<file path="src/rtl/dma_pkg.sv">
// Shared types and constants for the DMA copy engine.
// Latency: n/a (types, constants and elaboration-time helpers only).
// Backpressure: n/a. Build option DMA_ERR_EN adds the ABORT state.
package dma_pkg;

`ifdef DMA_ERR_EN
  typedef enum logic [1:0] {
    IDLE   = 2'd0,
    RUN    = 2'd1,
    FINISH = 2'd2,
    ABORT  = 2'd3
  } dma_state_e;
`else
  typedef enum logic [1:0] {
    IDLE   = 2'd0,
    RUN    = 2'd1,
    FINISH = 2'd2
  } dma_state_e;
`endif

  // Bytes per word and address shift for the default 32-bit datapath.
  localparam int BYTES      = 4;
  localparam int BYTE_SHIFT = 2;

  // Width able to hold every value 0..depth inclusive.
  function automatic int cnt_width(input int depth);
    return $clog2(depth + 1);
  endfunction

  // log2 of bytes per word for a given data width.
  function automatic int byte_shift(input int data_width);
    return $clog2(data_width / 8);
  endfunction

endpackage

</file>
<file path="src/rtl/dma_sync_fifo.sv">
// Synchronous FIFO: read-data buffer between the read and write channels.
// Latency: a push becomes visible on dout/empty the cycle after it is written.
// Backpressure: push ignored when full unless a pop occurs in the same cycle.
//
// Ports: clk/rst (async active-high), clr (synchronous flush), push/din,
//        pop, dout (head entry), full, empty, count (0..DEPTH).
module dma_sync_fifo
  import dma_pkg::*;
#(
  parameter  int WIDTH = 32,
  parameter  int DEPTH = 8,
  localparam int CW    = cnt_width(DEPTH)
) (
  input  logic             clk,
  input  logic             rst,
  input  logic             clr,
  input  logic             push,
  input  logic [WIDTH-1:0] din,
  input  logic             pop,
  output logic [WIDTH-1:0] dout,
  output logic             full,
  output logic             empty,
  output logic [CW-1:0]    count
);

  localparam int PW = (DEPTH > 1) ? $clog2(DEPTH) : 1;

  logic [WIDTH-1:0] mem_q [DEPTH];
  logic [WIDTH-1:0] mem_d [DEPTH];
  logic [PW-1:0]    wr_ptr_q, wr_ptr_d;
  logic [PW-1:0]    rd_ptr_q, rd_ptr_d;
  logic [CW-1:0]    count_q, count_d;
  logic             push_ok, pop_ok;

  assign full  = (count_q == CW'(DEPTH));
  assign empty = (count_q == '0);
  assign count = count_q;
  assign dout  = mem_q[rd_ptr_q];

  always_comb begin
    mem_d    = mem_q;
    wr_ptr_d = wr_ptr_q;
    rd_ptr_d = rd_ptr_q;
    count_d  = count_q;
    pop_ok   = pop && !empty;
    // A full FIFO still takes a push when the head leaves in the same cycle.
    push_ok  = push && (!full || pop_ok);
    if (clr) begin
      wr_ptr_d = '0;
      rd_ptr_d = '0;
      count_d  = '0;
    end else begin
      if (push_ok) begin
        mem_d[wr_ptr_q] = din;
        wr_ptr_d        = wr_ptr_q + PW'(1);
      end
      if (pop_ok) begin
        rd_ptr_d = rd_ptr_q + PW'(1);
      end
      case ({push_ok, pop_ok})
        2'b10:   count_d = count_q + CW'(1);
        2'b01:   count_d = count_q - CW'(1);
        default: count_d = count_q;
      endcase
    end
  end

  always_ff @(posedge clk or posedge rst) begin
    if (rst) begin
      for (int i = 0; i < DEPTH; i++) begin
        mem_q[i] <= '0;
      end
      wr_ptr_q <= '0;
      rd_ptr_q <= '0;
      count_q  <= '0;
    end else begin
      mem_q    <= mem_d;
      wr_ptr_q <= wr_ptr_d;
      rd_ptr_q <= rd_ptr_d;
      count_q  <= count_d;
    end
  end

endmodule

</file>
<file path="src/rtl/dma_copy_engine.sv">
// Word-by-word memory copy engine fed by the register block (start/addresses/length).
// Latency: first read request 1 cycle after start; read response to write request 1 cycle.
// Backpressure: reads stall while buffered + outstanding words reach FIFO_DEPTH; valids held until ready.
//
// Ports: ACLK, ARESET (async active-high); start, irq_enable, src_addr, dst_addr,
//        length (bytes) in; busy, done (sticky), irq (1-cycle pulse) out;
//        rd_req_* / rd_resp_* read channel; wr_req_* / wr_resp_valid write channel.
// Build option DMA_ERR_EN: adds rd_resp_err, wr_resp_err inputs and sticky error output.
module dma_copy_engine
  import dma_pkg::*;
#(
  parameter int ADDR_WIDTH = 32,
  parameter int DATA_WIDTH = 32,
  parameter int LEN_WIDTH  = 32,
  parameter int FIFO_DEPTH = 8
) (
  input  logic                  ACLK,
  input  logic                  ARESET,
  input  logic                  start,
  input  logic                  irq_enable,
  input  logic [ADDR_WIDTH-1:0] src_addr,
  input  logic [ADDR_WIDTH-1:0] dst_addr,
  input  logic [LEN_WIDTH-1:0]  length,
  output logic                  busy,
  output logic                  done,
  output logic                  irq,
  output logic                  rd_req_valid,
  input  logic                  rd_req_ready,
  output logic [ADDR_WIDTH-1:0] rd_req_addr,
  input  logic                  rd_resp_valid,
  input  logic [DATA_WIDTH-1:0] rd_resp_data,
  output logic                  wr_req_valid,
  input  logic                  wr_req_ready,
  output logic [ADDR_WIDTH-1:0] wr_req_addr,
  output logic [DATA_WIDTH-1:0] wr_req_data,
  input  logic                  wr_resp_valid
`ifdef DMA_ERR_EN
  ,
  input  logic                  rd_resp_err,
  input  logic                  wr_resp_err,
  output logic                  error
`endif
);

  localparam int WORD_BYTES = DATA_WIDTH / 8;
  localparam int WORD_SHIFT = byte_shift(DATA_WIDTH);
  localparam int CW         = cnt_width(FIFO_DEPTH);

  localparam logic [ADDR_WIDTH-1:0] ADDR_STEP = ADDR_WIDTH'(WORD_BYTES);
  localparam logic [LEN_WIDTH-1:0]  LEN_ONE   = LEN_WIDTH'(1);
  localparam logic [CW-1:0]         CNT_ONE   = CW'(1);
  localparam logic [CW:0]           DEPTH_C   = (CW + 1)'(FIFO_DEPTH);

  dma_state_e            state_q, state_d;
  logic                  busy_q, busy_d;
  logic                  done_q, done_d;
  logic                  irq_en_q, irq_en_d;
  logic [ADDR_WIDTH-1:0] rd_addr_q, rd_addr_d;
  logic [ADDR_WIDTH-1:0] wr_addr_q, wr_addr_d;
  logic [LEN_WIDTH-1:0]  words_q, words_d;
  logic [LEN_WIDTH-1:0]  rd_issued_q, rd_issued_d;
  logic [LEN_WIDTH-1:0]  wr_acks_q, wr_acks_d;
  logic [CW-1:0]         rd_out_q, rd_out_d;

  logic                  fifo_clr, fifo_push, fifo_pop;
  logic                  fifo_full, fifo_empty;
  logic [CW-1:0]         fifo_count;
  logic [DATA_WIDTH-1:0] fifo_dout;

  logic                  active, rd_hs, wr_hs, rd_rsp, wr_rsp, rd_room;
  logic [CW:0]           inflight;
  logic [LEN_WIDTH-1:0]  len_words;

`ifdef DMA_ERR_EN
  logic                  error_q, error_d;
  logic                  rd_pend_q, rd_pend_d;
  logic                  wr_pend_q, wr_pend_d;
  logic [LEN_WIDTH-1:0]  wr_issued_q, wr_issued_d;
  logic                  err_evt;

  assign error = error_q;
`endif

  assign busy        = busy_q;
  assign done        = done_q;
  assign rd_req_addr = rd_addr_q;
  assign wr_req_addr = wr_addr_q;
  assign wr_req_data = fifo_dout;

  dma_sync_fifo #(
    .WIDTH (DATA_WIDTH),
    .DEPTH (FIFO_DEPTH)
  ) u_fifo (
    .clk   (ACLK),
    .rst   (ARESET),
    .clr   (fifo_clr),
    .push  (fifo_push),
    .din   (rd_resp_data),
    .pop   (fifo_pop),
    .dout  (fifo_dout),
    .full  (fifo_full),
    .empty (fifo_empty),
    .count (fifo_count)
  );

  always_comb begin
    state_d      = state_q;
    busy_d       = busy_q;
    done_d       = done_q;
    irq_en_d     = irq_en_q;
    rd_addr_d    = rd_addr_q;
    wr_addr_d    = wr_addr_q;
    words_d      = words_q;
    rd_issued_d  = rd_issued_q;
    wr_acks_d    = wr_acks_q;
    rd_out_d     = rd_out_q;
    rd_req_valid = 1'b0;
    wr_req_valid = 1'b0;
    irq          = 1'b0;
    fifo_clr     = 1'b0;
    len_words    = length >> WORD_SHIFT;
`ifdef DMA_ERR_EN
    error_d      = error_q;
    wr_issued_d  = wr_issued_q;
    err_evt      = 1'b0;
`endif

    // Every buffered word plus every read still in flight owns a FIFO slot,
    // so gating reads on this sum guarantees responses never find it full.
    inflight = {1'b0, fifo_count} + {1'b0, rd_out_q};
    rd_room  = !fifo_full && (inflight < DEPTH_C);

    case (state_q)
      RUN: begin
        rd_req_valid = (rd_issued_q < words_q) && rd_room;
        wr_req_valid = !fifo_empty;
      end
`ifdef DMA_ERR_EN
      // Only requests already presented but not yet accepted stay up.
      ABORT: begin
        rd_req_valid = rd_pend_q;
        wr_req_valid = wr_pend_q;
      end
`endif
      default: ;
    endcase

    active   = (state_q != IDLE) && (state_q != FINISH);
    rd_hs    = rd_req_valid && rd_req_ready;
    wr_hs    = wr_req_valid && wr_req_ready;
    rd_rsp   = rd_resp_valid && active;
    wr_rsp   = wr_resp_valid && active;
    fifo_pop = wr_hs;
`ifdef DMA_ERR_EN
    rd_pend_d = rd_req_valid && !rd_req_ready;
    wr_pend_d = wr_req_valid && !wr_req_ready;
    err_evt   = (rd_rsp && rd_resp_err) || (wr_rsp && wr_resp_err);
    if (err_evt) begin
      error_d = 1'b1;
    end
    // Read data is dropped once aborting, and never taken from a failed read.
    fifo_push = rd_rsp && (state_q == RUN) && !rd_resp_err;
`else
    fifo_push = rd_rsp;
`endif

    if (rd_hs) begin
      rd_addr_d   = rd_addr_q + ADDR_STEP;
      rd_issued_d = rd_issued_q + LEN_ONE;
    end
    if (wr_hs) begin
      wr_addr_d   = wr_addr_q + ADDR_STEP;
`ifdef DMA_ERR_EN
      wr_issued_d = wr_issued_q + LEN_ONE;
`endif
    end
    if (wr_rsp) begin
      wr_acks_d = wr_acks_q + LEN_ONE;
    end
    case ({rd_hs, rd_rsp})
      2'b10:   rd_out_d = rd_out_q + CNT_ONE;
      2'b01:   rd_out_d = rd_out_q - CNT_ONE;
      default: rd_out_d = rd_out_q;
    endcase

    case (state_q)
      IDLE: begin
        if (start) begin
          rd_addr_d   = src_addr;
          wr_addr_d   = dst_addr;
          words_d     = len_words;
          rd_issued_d = '0;
          wr_acks_d   = '0;
          rd_out_d    = '0;
          irq_en_d    = irq_enable;
          busy_d      = 1'b1;
          done_d      = 1'b0;
          fifo_clr    = 1'b1;
`ifdef DMA_ERR_EN
          wr_issued_d = '0;
          error_d     = 1'b0;
`endif
          state_d     = (len_words == '0) ? FINISH : RUN;
        end
      end
      RUN: begin
        if (wr_acks_d == words_q) begin
          state_d = FINISH;
        end
`ifdef DMA_ERR_EN
        if (err_evt) begin
          state_d = ABORT;
        end
`endif
      end
`ifdef DMA_ERR_EN
      ABORT: begin
        if (!rd_pend_q && !wr_pend_q && (rd_out_d == '0) && (wr_issued_d == wr_acks_d)) begin
          state_d = FINISH;
        end
      end
`endif
      FINISH: begin
        irq      = irq_en_q;
        busy_d   = 1'b0;
        done_d   = 1'b1;
        fifo_clr = 1'b1;
        state_d  = IDLE;
      end
      default: begin
        state_d = IDLE;
      end
    endcase
  end

  always_ff @(posedge ACLK or posedge ARESET) begin
    if (ARESET) begin
      state_q     <= IDLE;
      busy_q      <= 1'b0;
      done_q      <= 1'b0;
      irq_en_q    <= 1'b0;
      rd_addr_q   <= '0;
      wr_addr_q   <= '0;
      words_q     <= '0;
      rd_issued_q <= '0;
      wr_acks_q   <= '0;
      rd_out_q    <= '0;
`ifdef DMA_ERR_EN
      error_q     <= 1'b0;
      rd_pend_q   <= 1'b0;
      wr_pend_q   <= 1'b0;
      wr_issued_q <= '0;
`endif
    end else begin
      state_q     <= state_d;
      busy_q      <= busy_d;
      done_q      <= done_d;
      irq_en_q    <= irq_en_d;
      rd_addr_q   <= rd_addr_d;
      wr_addr_q   <= wr_addr_d;
      words_q     <= words_d;
      rd_issued_q <= rd_issued_d;
      wr_acks_q   <= wr_acks_d;
      rd_out_q    <= rd_out_d;
`ifdef DMA_ERR_EN
      error_q     <= error_d;
      rd_pend_q   <= rd_pend_d;
      wr_pend_q   <= wr_pend_d;
      wr_issued_q <= wr_issued_d;
`endif
    end
  end

endmodule
</file>
<file path="config.mk">
export PLATFORM = sky130hd
export DESIGN_NAME = dma_copy_engine
export DESIGN_NICKNAME = d
export VERILOG_FILES = /design/src/rtl/dma_pkg.sv /design/src/rtl/dma_sync_fifo.sv /design/src/rtl/dma_copy_engine.sv
export SDC_FILE = /design/constraint.sdc
export NUM_CORES = 1
export LEC_CHECK = 0
export ABC_AREA = 0
export ABC_CLOCK_PERIOD_IN_PS = 29800
export CORE_ASPECT_RATIO = 1.4
export CORE_MARGIN = 3
export CORE_UTILIZATION = 33
export CTS_BUF_LIST = sky130_fd_sc_hd__clkbuf_4
export CTS_CLUSTER_DIAMETER = 40
export CTS_CLUSTER_SIZE = 28
export DETAILED_ROUTE_END_ITERATION = 7
export DONT_BUFFER_PORTS = 1
export GPL_ROUTABILITY_DRIVEN = 0
export GPL_TIMING_DRIVEN = 0
export SYNTH_ARGS = -nofsm -noshare
export SYNTH_HDL_FRONTEND = slang
export SYNTH_HIERARCHICAL = 1
export SYNTH_SLANG_ARGS = --single-unit
export TNS_END_PERCENT = 5
</file>
<file path="constraint.sdc">
create_clock -name ACLK -period 29.8 [get_ports ACLK]
set_clock_uncertainty 0.15 [all_clocks]
set_input_delay 7.45 -clock ACLK [delete_from_list [all_inputs] [get_ports ACLK]]
set_output_delay 7.45 -clock ACLK [all_outputs]
set_load 0.01 [all_outputs]
</file>
==> results of run 1 <==
-- metal layers --
metal  wire (um)  track usage, %  vias to the layer above
li1            -               -                     6967
met1       23300            19.3                     7862
met2       32400            31.6                      485
met3        4320            4.83                      131
met4        2350            7.56                        4
met5          27               0                        -
-- final cells by class --
type / instances / area [um2] / share of cell area (%)
antenna: 5 / 12.5 / 0.0503
buffer: 112 / 707 / 2.84
clock buffer: 68 / 510 / 2.05
clock inverter: 53 / 564 / 2.27
inverter: 51 / 206 / 0.830
multi-input combinational: 1276 / 10900 / 43.7
sequential: 433 / 10800 / 43.6
tap: 855 / 1070 / 4.30
timing repair buffer: 3 / 82.6 / 0.332
-- registers in the layout, summed over array words and instances, names as in the netlist, 2 cells and up --
signal and count:
state_q 2, wr_acks_q 32, u_fifo/count 4, wr_req_addr 32
u_fifo/mem_q 256, rd_out_q 4, u_fifo/rd_ptr_q 3, words_q 30
rd_req_addr 32, u_fifo/wr_ptr_q 3, rd_issued_q 32
-- worst max-delay path: cells and delay by family (launching register included) --
kind / cells / cell delay (ps)
flip-flops: 1 / 400
AO/OA/AOI/OAI: 5 / 1410
buffers and inverters: 2 / 410
AND/OR/NAND/NOR: 1 / 410
adder cells (fa/ha/maj): 1 / 260
-- power breakdown --
part | total (mW) | internal [mW] | switching, mW
clock network | 0.454 | 0.192 | 0.261
registers | 0.937 | 0.795 | 0.142
logic | 0.868 | 0.478 | 0.390
-- cells by family after synthesis --
kind of cell | count (synthesis) | share of synthesized area [%]
AND/OR/NAND/NOR | 529 | 12.1
flip-flops | 433 | 47.9
multiplexers | 360 | 22.6
AO/OA/AOI/OAI | 230 | 6.07
buffers and inverters | 163 | 3.97
XOR/XNOR | 112 | 4.77
adder cells (fa/ha/maj) | 45 | 2.56
-- synth_stat cells, types with 4 or more instances --
library cell,n
mux4_2,65
o31ai_1,14
buf_2,24
or3_1,25
xnor3_1,7
o21ai_0,78
o211ai_1,6
nand2_1,146
or4_1,15
mux2_1,12
a21o_1,8
and2_1,15
buf_1,4
o21ai_1,24
mux2i_1,7
buf_6,18
a31oi_1,12
nand3_4,4
nor2b_1,9
mux2_4,90
a21oi_1,46
buf_8,6
xnor2_1,69
nor2_1,102
nand2b_1,9
and3_1,14
nor3_1,29
nand3_1,61
nand4_1,48
a211oi_1,9
inv_1,50
clkbuf_1,55
xor2_1,36
o21a_1,8
dfrtp_1,433
ha_1,43
and4_1,11
mux2_2,186
nor4_1,26
-- per-stage QoR --
step	std cells	hold WS [ps]	power, mW	instance area [um2]
finish	2856	354	2.26	24900
global route	2854	381	2.40	24900
CTS	2851	356	2.29	24800
detailed placement	2730	330	1.83	23800
global placement	2727	318	1.78	23700
floorplan	1872	287	1.60	22600
-- worst paths after layout --
kind | startpoint | to
min reg2reg | u_fifo/mem_q[132]$_DFFE_PP0P_ | u_fifo/mem_q[132]$_DFFE_PP0P_
max reg2reg | words_q[2]$_DFFE_PP0P_ | rd_out_q[3]$_DFF_PP0_
min in group asynchronous | ARESET | wr_acks_q[30]$_DFF_PP0_
min | u_fifo/mem_q[132]$_DFFE_PP0P_ | u_fifo/mem_q[132]$_DFFE_PP0P_
max in group asynchronous | ARESET | u_fifo/mem_q[23]$_DFFE_PP0P_
max | words_q[2]$_DFFE_PP0P_ | rd_req_valid
==> out/metrics.cfg, run 1 <==
[clock_network]
cts_setup_buffers = 0
clock_latency_ps = 820
clockBufferDepth = 3
ctsHoldBuffers = 0
clk_pin_slew_ps = 130
numCtsBuffers = 66
root_buffer = clkbuf_4
htreeDepth = 3
cts_resized = 0
cts_tree = yes
cts.sinks = 433

[worst_setup_path]
slowest_delay_ps = 610
path_cells = inv_1, ha_1, a211oi_1, o21ai_1, a41oi_1, o31ai_1, o21ai_1, nand2_1, inv_1
critPathSlowestCell = o21ai_1
crit_path_end_kind = primary output
critPathKind = reg -> out
worst_r2r_path_depth = 15
cp_max_fo = 9
crit_path_start_kind = flop
worstPathArrival_ps = 3710
r2r_setup_slack_ps = 25700
required_ps = 22200

[timing]
max_freq_mhz = 88.5
maxSlewViolCount = 0
setup-violations-final = 0
min_period_ps = 11310
rsz0062_at_grt = no
worst_slack_ps = 18490
period_share_pct = 37.9
hold_viol = 0
setup_tns_ps = 0
tightest_slew_ps = 1100
slew_headroom_pct = 26.5

[power_and_ir_drop]
powerDensity_nw_per_um2 = 90.8
max-vdd-ir-drop_v = 0.0000405
leakagePower_nw = 10.5

[logic_synthesis]
synth_cell_type_count = 74
synth_top_cell_by_area = dfrtp_1
synth_edf_count = 0
synth-seq-cells = 433
seq_area_frac_synth_pct = 47.9
synth_area_per_cell_um2 = 12.1
ys_top_cells_by_area = dfrtp_1 (48%), mux2_2 (9.3%), mux4_2 (6.5%), mux2_4 (6.0%), xnor2_1 (2.7%)
synth_area_um2 = 22600
synth_flop_cell = dfrtp_1
synth_nets = 2053
synth_top_cell_area_share_pct = 47.9
yosys_warnings = 6
synthCells = 1872
ys_async_sr_fraction_pct = 100

[grt]
grt_overflow = 0
grt_first_pass_wirelength_mm = 97.6
grt_pass1_vias = 16700
antenna_found_initial = 6
track_usage_pct = 17.6
grt_max_degree = 137

[place]
hpwlAfterDp_mm = 45.6
pre_cts_ws_ps = 19210
portBuffers = 0

[drt]
route.detailed.drc = 0
final_antenna_net_count = 0
dr.first_iter.drc_count = 807
via_count = 15400
wire_per_inst_um = 21.9
viasPerCell = 5.41
drt_first_pass_iters = 5
drt_wl_total_mm = 62.4

[floorplan]
die_x_um = 227
io_pins = 237
dieArea_um2 = 71700
core_area_um2 = 67300
die_h_um = 316
rows = 112
initial_core_util_pct = 33.6

[finish]
num-nets-final = 2124
mostFrequentLayoutCells = dfrtp_1 (433), mux2_2 (186), nand2_1 (146)
post-route-util_pct = 37.0
area_delta_synth_final_pct = 9.97
nFillCells = 6645
drive_gt1_share_pct = 26.5
final_common_cell = dfrtp_1

[hold_path]
hold_depth = 1
hold_path_class = reg -> reg

[status]
status = completed

[run]
drv_cap = 0

(Power assumes the default switching activity.)
==> run 2, diff against run 1 <==
- ABC_CLOCK_PERIOD_IN_PS: 29800 -> 10160
- clock period: 29.8 -> 10.16 ns (I/O delays scaled with it)
==> results of run 2 <==
Same layout as run 1 (identical final DEF). Status: completed.
Among the figures that moved: setup slack after placement 19210 ps -> 4480 ps; setup slack after layout 18490 ps -> 3760 ps; register-to-register setup slack 25700 ps -> 6060 ps; total power 2.26 mW -> 6.62 mW; worst IR drop on VDD 0.0000405 V -> 0.000119 V
==> patch 1: new RTL, config.mk and constraints of run 2 <==
Register the output `irq`, with the module's reset; this adds one clock of latency there. The other outputs are not delayed to match. Comments in the files are not updated.
--- a/src/rtl/dma_copy_engine.sv
+++ b/src/rtl/dma_copy_engine.sv
@@ -51,6 +51,8 @@
   localparam logic [CW-1:0]         CNT_ONE   = CW'(1);
   localparam logic [CW:0]           DEPTH_C   = (CW + 1)'(FIFO_DEPTH);
 
+  logic irq_d;
+
   dma_state_e            state_q, state_d;
   logic                  busy_q, busy_d;
   logic                  done_q, done_d;
@@ -116,7 +118,7 @@
     rd_out_d     = rd_out_q;
     rd_req_valid = 1'b0;
     wr_req_valid = 1'b0;
-    irq          = 1'b0;
+    irq_d        = 1'b0;
     fifo_clr     = 1'b0;
     len_words    = length >> WORD_SHIFT;
 `ifdef DMA_ERR_EN
@@ -221,7 +223,7 @@
       end
 `endif
       FINISH: begin
-        irq      = irq_en_q;
+        irq_d    = irq_en_q;
         busy_d   = 1'b0;
         done_d   = 1'b1;
         fifo_clr = 1'b1;
@@ -271,4 +273,12 @@
     end
   end
 
+  always_ff @(posedge ACLK or posedge ARESET) begin
+    if (ARESET) begin
+      irq <= '0;
+    end else begin
+      irq <= irq_d;
+    end
+  end
+
 endmodule
Formal check against the unedited RTL: not equivalent (Yosys sat finds a counterexample within 4 cycles, from zero or initial values and one cycle with ARESET high).
==> patch 1 against run 2 <==
- setup slack got worse by 50 ps
- register-to-register slack got worse by 30 ps
- cell area about the same
- non-clock buffer count unchanged
- wire length shrank 1.7%
- sequential cell count is 1 higher
- global-route usage decreased by 0.39 points
- sequential power hardly changed
- first-iteration DRC count is 16% lower
- sequential share of layout area up 0.065 points
- area after synthesis is 0.11% higher
- power shrank 0.53%
==> patch 1: results (changes against run 2) <==
Clock network
  • Clk buf depth: 3 (unchanged)
  • Resize count post-CTS: 0 (unchanged)
  • Total CTS buffers: 69 (was 66)
  • Post-CTS setup buffer count: 0 (unchanged)
  • H-Tree Depth: 3 (unchanged)
  • Root buffer cell: clkbuf_4 (unchanged)
  • Clock latency on the worst-skew pair: 850 ps (was 820 ps)
  • CTS clk-pin slew, worst paths: 100 ps (was 130 ps)

Routing
  • Routed length on met1: 23600 um (was 23300 um)
  • DR iter-0 viols: 677 (was 807)
  • DR vias: 15.3k (was 15.4k)
  • Post-Route WL: 61400 um (was 62400 um)
  • Drt first pass iters: 5 (unchanged)
  • WL met2: 31400 um (was 32400 um)
  • Uppermost layer routed: met5 (unchanged)
  • Met3 routed WL: 4190 um (was 4320 um)

Worst hold path
  • Worst Hold Class: reg2reg (unchanged)
  • Hold Path Depth: 2 (was 1)

Place
  • Placed cells: 2738 (was 2730)
  • DP HPWL: 44900 um (was 45600 um)
  • Number of port buffers: 0 (unchanged)

Logic synthesis
  • Largest cells by area after synthesis: dfrtp_1, mux2_2, mux4_2 (unchanged)
  • Seq/Total Area, Yosys: 48.0% (was 47.9%)
  • Synthesized area: 22600 um^2 (about the same)
  • Synth cell count leaders: dfrtp_1, mux2_2, nand2_1 (unchanged)
  • Ys async rst share: 100% (unchanged)
  • Mapped Nets: 2054 (was 2053)
  • Synth unique cells: 74 (unchanged)
  • Syn Area/Cell: 12.1 um^2 (about the same)
  • Synth warn: 6 (unchanged)

Finish
  • Max reg flops: 256 (unchanged)
  • Reg with most FFs: u_fifo/mem_q (unchanged)
  • Final Non-Filler Cells: 2867 (was 2856)
  • Layout cell share with drive strength beyond 1: 26.8% (was 26.5%)

Global route
  • Global-route wire length before repair: 95200 um (was 97600 um)
  • Vias in the first global route: 16.3k (was 16.7k)
  • Total GRT Usage: 17.2% (was 17.6%)
  • Largest net degree at the start of global routing: 103 (was 137)
  • Initial antenna violation count: 5 (was 6)

Setup path
  • Critical Path AT: 3760 ps (was 3710 ps)
  • Max incr delay on CP: 660 ps (was 610 ps)
  • R2r worst-path depth: 15 (unchanged)

Outcome
  • Outcome: finished, final reports clean (unchanged)

Power and ir drop
  • VDD IR-drop max: 110 uV (was 119 uV)
  • Switch share: 34.7% (was 35.1%)
  • Pleak: 10.5 nW (about the same)

Timing
  • Worst-Margin Slew: 1090 ps (was 1100 ps)
-- patch 1: cell types whose count changed after synthesis, sizes merged --
| cell | change |
|---|---|
| dfrtp | +1 |
-- patch 1: metal layers --
metal,GRT usage (%),vias to the layer above
met3,4.69,126
met4,7.22,2
met1,19.2,7758
met5,0,-
met2,30.6,449
li1,-,6988
-- patch 1: path summary, 6_finish.rpt --
kind / from / slack (ps) / to
min in group asynchronous: ARESET / 1440 / u_fifo/count[1]
setup reg to reg: words_q[2] / 6030 / rd_out_q[3]
max in group asynchronous: ARESET / 7480 / u_fifo/mem_q[183]
hold / removal: irq_en_q / 340 / irq_en_q
setup / recovery: words_q[2] / 3710 / rd_req_valid
hold reg to reg: irq_en_q / 340 / irq_en_q
-- patch 1: cells by family after synthesis --
group | Yosys count | share of synthesized area (%)
AOI/OAI and AO/OA | 230 | 6.07
DFF | 434 | 48.0
and+or+nand+nor | 529 | 12.1
buffers and inverters | 163 | 3.97
adders and majority gates | 45 | 2.55
muxes | 360 | 22.6
xor gates and xnor gates | 112 | 4.76
-- patch 1: cell type report --
type | instances | area [um^2]
Inverter | 51 | 206
Sequential cell | 434 | 10900
Antenna cell | 6 | 15.0
Clock buffer | 78 | 586
Fill cell | 6646 | 43000
Buffer | 112 | 707
Tap cell | 862 | 1080
Clock inverter | 45 | 473
Timing Repair Buffer | 3 | 82.6
Multi-Input combinational cell | 1276 | 10900
-- patch 1: power by group through the flow --
stage	Clock (mW)	Sequential (mW)	Combinational, mW
4_1_cts	1.37	2.75	2.58
2_1_floorplan	0	2.64	2.06
3_3_place_gp	0	2.73	2.51
3_5_place_dp	0	2.78	2.57
5_1_grt	1.44	2.82	2.75
6_report	1.30	2.75	2.54
-- patch 1: critical path: cells and delay by family, from the launching register on --
| kind | cells | cell delay [ps] |
|---|---|---|
| flops | 1 | 390 |
| compound gates | 5 | 1460 |
| simple gates | 1 | 430 |
| buf+inv | 2 | 410 |
| fa+ha+maj | 1 | 260 |
-- patch 1: stage by stage --
stage               hold WS, ps  TNS, ps  instance area (um^2)  setup slack (ps)
global route                369        0                 24900              3310
floorplan                   287        0                 22600               145
global placement            306  -563530                 23700             -2150
detailed placement          320        0                 23800              4380
CTS                         349        0                 24900              3500
finish                      339        0                 24900              3710
==> patch 2: new RTL, flow settings as in run 2 <==
Made on the original files. Change the parameter `FIFO_DEPTH` from 8 to 4.
--- a/src/rtl/dma_copy_engine.sv
+++ b/src/rtl/dma_copy_engine.sv
@@ -12,7 +12,7 @@
   parameter int ADDR_WIDTH = 32,
   parameter int DATA_WIDTH = 32,
   parameter int LEN_WIDTH  = 32,
-  parameter int FIFO_DEPTH = 8
+  parameter int FIFO_DEPTH = 4
 ) (
   input  logic                  ACLK,
   input  logic                  ARESET,
Check against the original RTL: same outputs for any inputs over 4 cycles, from zero or initial values and one cycle with ARESET high; that may be too few to reach the edited logic, so the function may still have changed.
==> patch 2 against run 2 <==
- non-clock buffer count fell by 23
- area after synthesis fell by 26%
- core utilization fell by 0.36 points
- cell area fell by 26%
- setup slack got worse by 500 ps
- power fell by 36%
- sequential cell count fell by 132
- fmax fell by 7.2%
- critical path type unchanged
- synthesized cell count fell by 14%
- hold slack improved by 7.4 ps
- wire length fell by 19%
==> patch 2: results (changes against run 2) <==
Setup path
  • CP max-delay cell: or4_1 (was o21ai_1)
  • CP startpoint: words_q[29] (was words_q[2])
  • Critical Path AT: 4200 ps (was 3710 ps)
  • Reg-to-reg startpoint: words_q[23] (was words_q[2])
  • Max incr delay on CP: 510 ps (was 610 ps)

Timing
  • Setup slack after layout: 3270 ps (was 3760 ps)

Power and ir drop
  • VDD IR-drop max: 170 uV (was 119 uV)
  • Overall power: 4.24 mW (was 6.62 mW)

Global route
  • Largest net degree at the start of global routing: 118 (was 137)
  • Vias in the first global route: 13.6k (was 16.7k)
  • Total GRT Usage: 18.4% (was 17.6%)

Logic synthesis
  • Mux cell area share after synthesis: 13.6% (was 22.6%)
  • Synth cell count leaders: dfrtp_1, nand2_1, mux2_2 (was dfrtp_1, mux2_2, nand2_1)
  • Synth Area in Compound Gates: 8.72% (was 6.07%)
  • Post-synthesis xor/xnor area fraction: 6.28% (was 4.77%)
  • Synth unique cells: 84 (was 74)
  • Synth Area in Adders: 3.22% (was 2.56%)

Outcome
  • Outcome: finished, final reports clean (unchanged)

Finish
  • Layout cell share with drive strength beyond 1: 17.9% (was 26.5%)
  • # fillers: 5043 (was 6645)
  • Max reg flops: 128 (was 256)

Place
  • Setup slack after placement: 4170 ps (was 4480 ps)

Clock network
  • H-Tree Depth: 2 (was 3)
  • Total CTS buffers: 41 (was 66)

Routing
  • DR vias: 13.2k (was 15.4k)
  • DR iter-0 viols: 675 (was 807)
patch 2: layout make-up:
cell class	count	area (um^2)	area share [%]
Antenna cell	4	10.0	0.0546
Buffer	90	458	2.50
Clock buffer	42	315	1.72
Clock inverter	33	388	2.11
Inverter	46	185	1.01
Multi-Input combinational cell	1180	8600	46.9
Sequential cell	301	7530	41.1
Tap cell	643	805	4.39
Timing Repair Buffer	2	55.1	0.300
patch 2: power breakdown:
part | switching (mW) | internal, mW
Combinational | 0.807 | 0.721
Clock | 0.512 | 0.387
Sequential | 0.262 | 1.55
Total | 1.58 | 2.66
patch 2: kinds of logic after synthesis:
logic type	count (synthesis)
buffers and inverters	136
muxes	171
AOI/OAI and AO/OA	234
xor gates and xnor gates	113
adders and majority gates	42
DFF	301
and+or+nand+nor	620
patch 2: worst min-delay path by stage:
stage | end | slack (ps)
6_report | u_fifo/mem_q[70] | 360
5_1_grt | u_fifo/mem_q[49] | 380
4_1_cts | u_fifo/mem_q[70] | 370
3_5_place_dp | u_fifo/mem_q[58] | 340
3_3_place_gp | u_fifo/mem_q[62] | 330
2_1_floorplan | irq_en_q | 290
patch 2: layer usage:
layer	routed length, um	track usage (%)	share of wire [%]	vias to the layer above
met4	2430	8.67	4.8	0
met3	3710	4.82	7.3	159
met1	19100	20.8	38	6497
li1	-	-	-	5966
met5	0	0	0	-
met2	25300	32.2	50	549
patch 2: worst max-delay path: cells and delay by family, from the launching register on:
family | cells | cell delay, ps
compound gates | 4 | 1160
fa+ha+maj | 1 | 200
buf+inv | 3 | 1020
flops | 1 | 490
simple gates | 1 | 510
patch 2: stage by stage:
step           cells  hold WS, ps  utilization, %
6_report        2341          361            36.6
5_1_grt         2339          382            36.6
4_1_cts         2337          367            36.6
3_5_place_dp    2262          340            35.2
3_3_place_gp    2260          334            35.0
2_1_floorplan   1617          287               -
